**config.mk**
```make
export PLATFORM = sky130hd
export DESIGN_NAME = reg_bank_writer_flat
export DESIGN_NICKNAME = d
export VERILOG_FILES = /design/src/rtl/reg_bank_writer_pkg.sv /design/src/rtl/reg_bank_writer_if.sv /design/src/rtl/reg_bank_writer_decoder_5x32.sv /design/src/rtl/reg_bank_writer.sv /design/src/flat_wrapper.sv
export SDC_FILE = /design/constraint.sdc
export NUM_CORES = 1
export LEC_CHECK = 0
export ABC_AREA = 1
export BUFFER_PORTS_ARGS = -buffer_cell sky130_fd_sc_hd__buf_4
export CELL_PAD_IN_SITES_DETAIL_PLACEMENT = 0
export CELL_PAD_IN_SITES_GLOBAL_PLACEMENT = 2
export CORE_AREA = 2 2 417 419
export CTS_BUF_LIST = sky130_fd_sc_hd__clkbuf_4 sky130_fd_sc_hd__clkbuf_8
export CTS_CLUSTER_DIAMETER = 150
export DETAILED_ROUTE_END_ITERATION = 10
export DIE_AREA = 0 0 419 421
export PLACE_DENSITY = 0.65
export REMOVE_ABC_BUFFERS = 1
export SLEW_MARGIN = 25
export SYNTH_ARGS = -nofsm -noshare
export SYNTH_HDL_FRONTEND = slang
export SYNTH_SLANG_ARGS = --single-unit
```
**constraint.sdc**
```tcl
create_clock -name CLK -period 2 [get_ports CLK]
set_clock_uncertainty 0.15 [all_clocks]
set_input_delay 0.1 -clock CLK [delete_from_list [all_inputs] [get_ports CLK]]
set_output_delay 0.1 -clock CLK [all_outputs]
set_load 0.1 [all_outputs]
```
**src/rtl/reg_bank_writer_pkg.sv**
```systemverilog
`default_nettype none
// ============================================================================
// Module   : reg_bank_writer_pkg
// Brief    : Shared constants and clear-FSM encoding for the register bank.
// Revision : 1.0
// ============================================================================
package reg_bank_writer_pkg;

  localparam int DATA_W   = 32;
  localparam int ADDR_W   = 5;
  localparam int NUM_REGS = 32;
  localparam int ZERO_REG = 0;

  typedef logic [0:0] state_t;
  localparam state_t ST_IDLE  = 1'b0;
  localparam state_t ST_CLEAR = 1'b1;

endpackage
`default_nettype wire

```
**src/rtl/reg_bank_writer_if.sv**
```systemverilog
`default_nettype none
// ============================================================================
// Module   : reg_bank_writer_if
// Brief    : Write handshake, clear control and flat register bus.
// Revision : 1.0
// ============================================================================
interface reg_bank_writer_if #(
  parameter int DATA_W   = reg_bank_writer_pkg::DATA_W,
  parameter int ADDR_W   = reg_bank_writer_pkg::ADDR_W,
  parameter int NUM_REGS = reg_bank_writer_pkg::NUM_REGS
);

  logic                       WR_VALID;
  logic                       WR_READY;
  logic [ADDR_W-1:0]          WR_ADDR;
  logic [DATA_W-1:0]          WR_DATA;
  logic [DATA_W/8-1:0]        WR_BE;
  logic                       CLR_REQ;
  logic                       CLR_BUSY;
  logic [NUM_REGS*DATA_W-1:0] Q;

  modport master (
    output WR_VALID, WR_ADDR, WR_DATA, WR_BE, CLR_REQ,
    input  WR_READY, CLR_BUSY, Q
  );

  modport slave (
    input  WR_VALID, WR_ADDR, WR_DATA, WR_BE, CLR_REQ,
    output WR_READY, CLR_BUSY, Q
  );

endinterface
`default_nettype wire

```
**src/rtl/reg_bank_writer_decoder_5x32.sv**
```systemverilog
`default_nettype none
// ============================================================================
// Module   : reg_bank_writer_decoder_5x32
// Brief    : Enabled 5-to-32 one-hot decoder built from gate primitives.
// Revision : 1.0
// ============================================================================
module reg_bank_writer_decoder_5x32
  import reg_bank_writer_pkg::*;
(
  input  wire                i_en,
  input  wire [ADDR_W-1:0]   i_addr,
  output wire [NUM_REGS-1:0] o_onehot
);

  wire [ADDR_W-1:0] w_addr_n;

  for (genvar b = 0; b < ADDR_W; b++) begin : g_inv
    not u_inv (w_addr_n[b], i_addr[b]);
  end

  // Each row ANDs the enable with the true/complement literal of every address bit.
  for (genvar i = 0; i < NUM_REGS; i++) begin : g_row
    wire [ADDR_W-1:0] w_lit;
    for (genvar b = 0; b < ADDR_W; b++) begin : g_lit
      assign w_lit[b] = (((i >> b) & 1) != 0) ? i_addr[b] : w_addr_n[b];
    end
    and u_and (o_onehot[i], i_en, w_lit[0], w_lit[1], w_lit[2], w_lit[3], w_lit[4]);
  end

endmodule
`default_nettype wire

```
**src/rtl/reg_bank_writer.sv**
```systemverilog
`default_nettype none
// ============================================================================
// Module   : reg_bank_writer
// Brief    : Register bank write side with byte enables and sequenced clear.
// Revision : 1.0
// ============================================================================
module reg_bank_writer #(
  parameter int DATA_W   = reg_bank_writer_pkg::DATA_W,
  parameter int ADDR_W   = reg_bank_writer_pkg::ADDR_W,
  parameter int NUM_REGS = 2**ADDR_W,
  parameter bit R0_ZERO  = 1'b1
) (
  input wire logic         CLK,
  input wire logic         RST,
  reg_bank_writer_if.slave bus
);
  import reg_bank_writer_pkg::*;

  localparam int NB = DATA_W / 8;

  state_t                r_state;
  state_t                w_state_nxt;
  logic [ADDR_W-1:0]     r_idx;
  logic                  r_live;
  logic                  w_ready;
  logic                  w_busy;
  logic                  w_accept;
  logic                  w_dec_en;
  logic [ADDR_W-1:0]     w_dec_addr;
  wire  [NUM_REGS-1:0]   w_row_en;

  // r_live holds WR_READY low until the first edge after reset release.
  always_ff @(posedge CLK or negedge RST) begin
    if (!RST) begin
      r_state <= ST_IDLE;
      r_idx   <= '0;
      r_live  <= 1'b0;
    end else begin
      r_state <= w_state_nxt;
      r_live  <= 1'b1;
      r_idx   <= (r_state == ST_CLEAR) ? r_idx + ADDR_W'(1) : '0;
    end
  end

  always_comb begin
    w_state_nxt = r_state;
    case (r_state)
      ST_IDLE:  if (bus.CLR_REQ) w_state_nxt = ST_CLEAR;
      ST_CLEAR: if (r_idx == ADDR_W'(NUM_REGS - 1)) w_state_nxt = ST_IDLE;
      default:  w_state_nxt = ST_IDLE;
    endcase
  end

  always_comb begin
    w_ready = 1'b0;
    w_busy  = 1'b0;
    case (r_state)
      ST_IDLE:  w_ready = r_live;
      ST_CLEAR: w_busy  = 1'b1;
      default:  ;
    endcase
  end

  assign bus.WR_READY = w_ready;
  assign bus.CLR_BUSY = w_busy;
  assign w_accept     = bus.WR_VALID & w_ready;

  // The sweep borrows the write decoder by steering its index onto the address.
  assign w_dec_addr = w_busy ? r_idx : bus.WR_ADDR;
  assign w_dec_en   = w_busy | w_accept;

  reg_bank_writer_decoder_5x32 u_dec (
    .i_en     (w_dec_en),
    .i_addr   (w_dec_addr),
    .o_onehot (w_row_en)
  );

  for (genvar i = 0; i < NUM_REGS; i++) begin : g_reg
    if (R0_ZERO && (i == ZERO_REG)) begin : g_zero
      wire w_unused_row = w_row_en[i];
      assign bus.Q[i*DATA_W +: DATA_W] = '0;
    end else begin : g_store
      logic [DATA_W-1:0] r_val;
      always_ff @(posedge CLK or negedge RST) begin
        if (!RST) begin
          r_val <= '0;
        end else if (w_row_en[i]) begin
          if (w_busy) begin
            r_val <= '0;
          end else begin
            for (int k = 0; k < NB; k++) begin
              if (bus.WR_BE[k]) r_val[8*k +: 8] <= bus.WR_DATA[8*k +: 8];
            end
          end
        end
      end
      assign bus.Q[i*DATA_W +: DATA_W] = r_val;
    end
  end

endmodule
`default_nettype wire

```
**src/flat_wrapper.sv**
```systemverilog
// flat-port wrapper written by rule: the top's interface ports become plain ports
module reg_bank_writer_flat import reg_bank_writer_pkg::*;
#(
  parameter int DATA_W   = reg_bank_writer_pkg::DATA_W,
  parameter int ADDR_W   = reg_bank_writer_pkg::ADDR_W,
  parameter int NUM_REGS = 2**ADDR_W,
  parameter bit R0_ZERO  = 1'b1
)
  (CLK, RST, bus_WR_VALID, bus_WR_ADDR, bus_WR_DATA, bus_WR_BE, bus_CLR_REQ, bus_WR_READY, bus_CLR_BUSY, bus_Q);
  reg_bank_writer_if #(.DATA_W(DATA_W), .ADDR_W(ADDR_W), .NUM_REGS(NUM_REGS)) bus_i ();
  input wire logic CLK;
  input wire logic RST;
  input wire logic [$bits(bus_i.WR_VALID)-1:0] bus_WR_VALID;
  input wire logic [$bits(bus_i.WR_ADDR)-1:0] bus_WR_ADDR;
  input wire logic [$bits(bus_i.WR_DATA)-1:0] bus_WR_DATA;
  input wire logic [$bits(bus_i.WR_BE)-1:0] bus_WR_BE;
  input wire logic [$bits(bus_i.CLR_REQ)-1:0] bus_CLR_REQ;
  output wire logic [$bits(bus_i.WR_READY)-1:0] bus_WR_READY;
  output wire logic [$bits(bus_i.CLR_BUSY)-1:0] bus_CLR_BUSY;
  output wire logic [$bits(bus_i.Q)-1:0] bus_Q;
  assign bus_i.WR_VALID = bus_WR_VALID;
  assign bus_i.WR_ADDR = bus_WR_ADDR;
  assign bus_i.WR_DATA = bus_WR_DATA;
  assign bus_i.WR_BE = bus_WR_BE;
  assign bus_i.CLR_REQ = bus_CLR_REQ;
  assign bus_WR_READY = bus_i.WR_READY;
  assign bus_CLR_BUSY = bus_i.CLR_BUSY;
  assign bus_Q = bus_i.Q;
  reg_bank_writer #(.DATA_W(DATA_W), .ADDR_W(ADDR_W), .NUM_REGS(NUM_REGS), .R0_ZERO(R0_ZERO)) u_core (.CLK(CLK), .RST(RST), .bus(bus_i));
endmodule
```
==> flow_summary.ini <==
[setup_path]
cp.arrival_ns = 2.95
cp_common_cell = buf_4
worstSetupStartpointType = flip-flop
crit_path_max_incr_delay_ns = 0.48
cp-end-kind = flip-flop
critPathKind = flip-flop to flip-flop
critical_path_required_ns = 2.73
reg2reg_setup_slack_ns = -0.22
path_cells = buf_4 > inv_6 > buf_4 > nand2_1 > nand2_2 > buf_6 > nand2_8 > nor2_4 > buf_12 > buf_16 > buf_12 > buf_4 > nand3_1 > nand2_1
cp_slowest_cell = dfrtp_4
cp_max_fo = 6

[timing]
setup_tns_ns = -87.08
finalHoldViolations = 0
final_max_slew_viol_count = 0
worstMarginPinSlew_ns = 0.649
max_freq_ghz = 0.450
slew_headroom_pct = 56.7
rsz0062_at_grt = true
setup_violations = 942
min_period_over_period_pct = 111
period_needed_ns = 2.22
timing.final.ws_setup_ns = -0.220

[pwr]
p_int_mw = 46.0
finalPower_mw = 85.1
power.clock.fraction_pct = 25.9
power_frac_seq_pct = 27.0
switching_share_pct = 45.9
vdd_drop_max_v = 0.00112
p_switching_mw = 39.1
pwr-share-comb_pct = 47.2
p_per_area_nw_per_um2 = 1360
p_leak_nw = 35.0

[clock_tree]
cts.sinks = 999
clock_path_buffers = 3
cts_root_buffer = clkbuf_8
cts_tree = built
clkLatencyLatePin_ns = 0.93
clkTransAtPathRegs_ns = 0.06
htreeDepth = 4
cts_buffers = 191

[synth]
synthesis.instances = 4644
ys_seq_area_share_pct = 61.3
syn-cell-area_um2 = 40800
avgSynthCellArea_um2 = 8.78
synth.largest_area_cell = dfrtp_1
yosysUniqueCellTypes = 19
yosys_warnings = 0
ys_ff_latch = 999
synth_area_leaders = dfrtp_1 (61%), nand2_1 (20%), nand3_1 (12%)
yosysTopAreaCellShare_pct = 61.3

[final_layout]
multiInputGateArea_um2 = 15300
n_fill_cell = 18000
fin_cells = 8671
drive_above_1_share_pct = 34.2
syn2layout_area_growth_pct = 53.2
nets = 6234
seq_area_um2 = 25000

[drt]
drtAntennaViolNets = 0
drt-total-wl_mm = 211
drcViolationCount = 0
vias_per_cell = 4.45
drt_iter0_markers = 2774
vias = 38600
routedWlPerCell_um = 24.3
dr.pass1.iters = 6

[global_routing]
grt_pass1_wl_mm = 295
grtUsageTotal_pct = 23.4
grt_max_degree = 108
overflow = 0
antenna_found_initial = 14
grt_pass1_vias = 38100

[floorplan]
rows = 153
die-width_um = 419
num_io_pins = 1071
core_area_um2 = 172000
start_util_pct = 23.6
dieArea_um2 = 176000
fp.dieH_um = 421

[place]
place_ws_ns = -0.307
place_congestion = 0.847
dp_hpwl_mm = 151
numPortBuffers = 1038
place_inst = 8187

[outcome]
violations = setup timing
status = finished, violations left

[job]
maxCapViolCount = 0

[min_path]
hold_path.class = input port to flip-flop
-- area by class of cell --
class	instances	area share, %
flip-flops and latches	999	40.0
multi-input cells	3314	24.4
well taps	2325	4.65
inverters	51	0.326
clock inverters	24	0.442
clock buffers	316	6.14
repair buffers	1630	24.0
diodes	12	0.0480
-- sequential cells by signal (all words and copies together) (netlist names) --
signal                  count
u_core.r_live               1
u_core.r_idx                5
u_core.g.g_store.r_val    992
u_core.r_state              1
-- through the flow --
stage | cell area (µm²) | hold slack, ns | util (%)
final | 62500 | 0.128 | 36.2
after global routing | 62500 | 0.0899 | 36.2
after CTS | 61600 | 0.00275 | 35.7
after detailed placement | 55600 | -0.136 | 32.2
after global placement | 55600 | -0.140 | 32.2
after floorplan | 39400 | -0.346 | -
-- timing repair --
item	CTS	global route
endpoints found under the hold margin	1992	0
setup endpoints to repair	1455	1080
gates cloned	3	4
hold buffers	53	0
buffers inserted	48	26
pin swaps	18	29
gates resized for setup	178	146
-- final timing paths --
check / start / to / cells after the start
max in group asynchronous: RST / u_core.g_reg[20].g_store.r_val[13] / 7
worst max register to register: u_core.r_state / u_core.g_reg[13].g_store.r_val[26] / 14
worst min register to register: u_core.g_reg[1].g_store.r_val[6] / u_core.g_reg[1].g_store.r_val[6] / 2
worst min-delay path: bus_WR_DATA[16] / u_core.g_reg[30].g_store.r_val[16] / 7
worst max-delay path: u_core.r_state / u_core.g_reg[13].g_store.r_val[26] / 14
min in group asynchronous: RST / u_core.g_reg[23].g_store.r_val[26] / 4
-- Yosys cell counts, drive strengths merged --
cell    count
nand2    2167
dfrtp     999
nand3     997
buf       166
clkbuf    145
nor2      113
inv        51
conb        2
ha          2
o21ai       1
xor2        1
-- metal layers --
metal	vias to the layer above	routed length, µm	global-route usage (%)	share of wire [%]
met2	1143	102000	38.8	49
met4	0	13000	13.1	6.1
met5	-	0	0	0
met3	374	10700	4.37	5.1
li1	18000	-	-	-
met1	19100	84600	28.3	40
-- logic make-up after synthesis --
kind of cell	after synthesis	synth area share, %
fa+ha+maj	2	0.0613
other cells	2	0.0184
xor+xnor	1	0.0215
compound gates	1	0.0123
buf+inv	362	4.10
simple gates	3277	34.5
flops	999	61.3
-- cell usage in the layout, fill, tap and decap left out --
cell,n
nand2_4,47
o21ai_0,1
buf_12,167
xor2_1,1
nand3_1,995
buf_4,1325
dfrtp_4,1
clkbuf_8,234
inv_4,1
clkbuf_16,4
nand2_1,2033
inv_2,2
bufbuf_16,2
nand3_2,2
buf_16,2
bufinv_16,4
ha_1,2
inv_1,46
nand2_2,67
buf_6,60
clkinv_8,2
clkinv_2,7
dlygate4sd3_1,52
diode_2,12
buf_8,18
clkbuf_4,82
conb_1,33
nand2_8,20
dfrtp_1,998
nor2_2,24
nor2_1,4
clkinvlp_4,6
inv_6,7
nor2_4,85
-- power by group through the flow --
stage | Clock (mW) | Sequential (mW) | Combinational (mW)
after detailed placement | 0 | 23.3 | 35.9
after floorplan | 0 | 34.6 | 7.56
after global placement | 0 | 23.2 | 35.9
after CTS | 22.6 | 22.9 | 38.9
final | 22.0 | 22.9 | 40.2
after global routing | 23.6 | 23.1 | 41.8
-- worst max-delay path: cells and delay by family, from the launching register on --
kind                   cells  cell delay (ns)
AND/OR/NAND/NOR            6             0.49
buffers and inverters      8             1.05
flip-flops                 1             0.48
No activity file was read; power rests on OpenSTA's default activity.
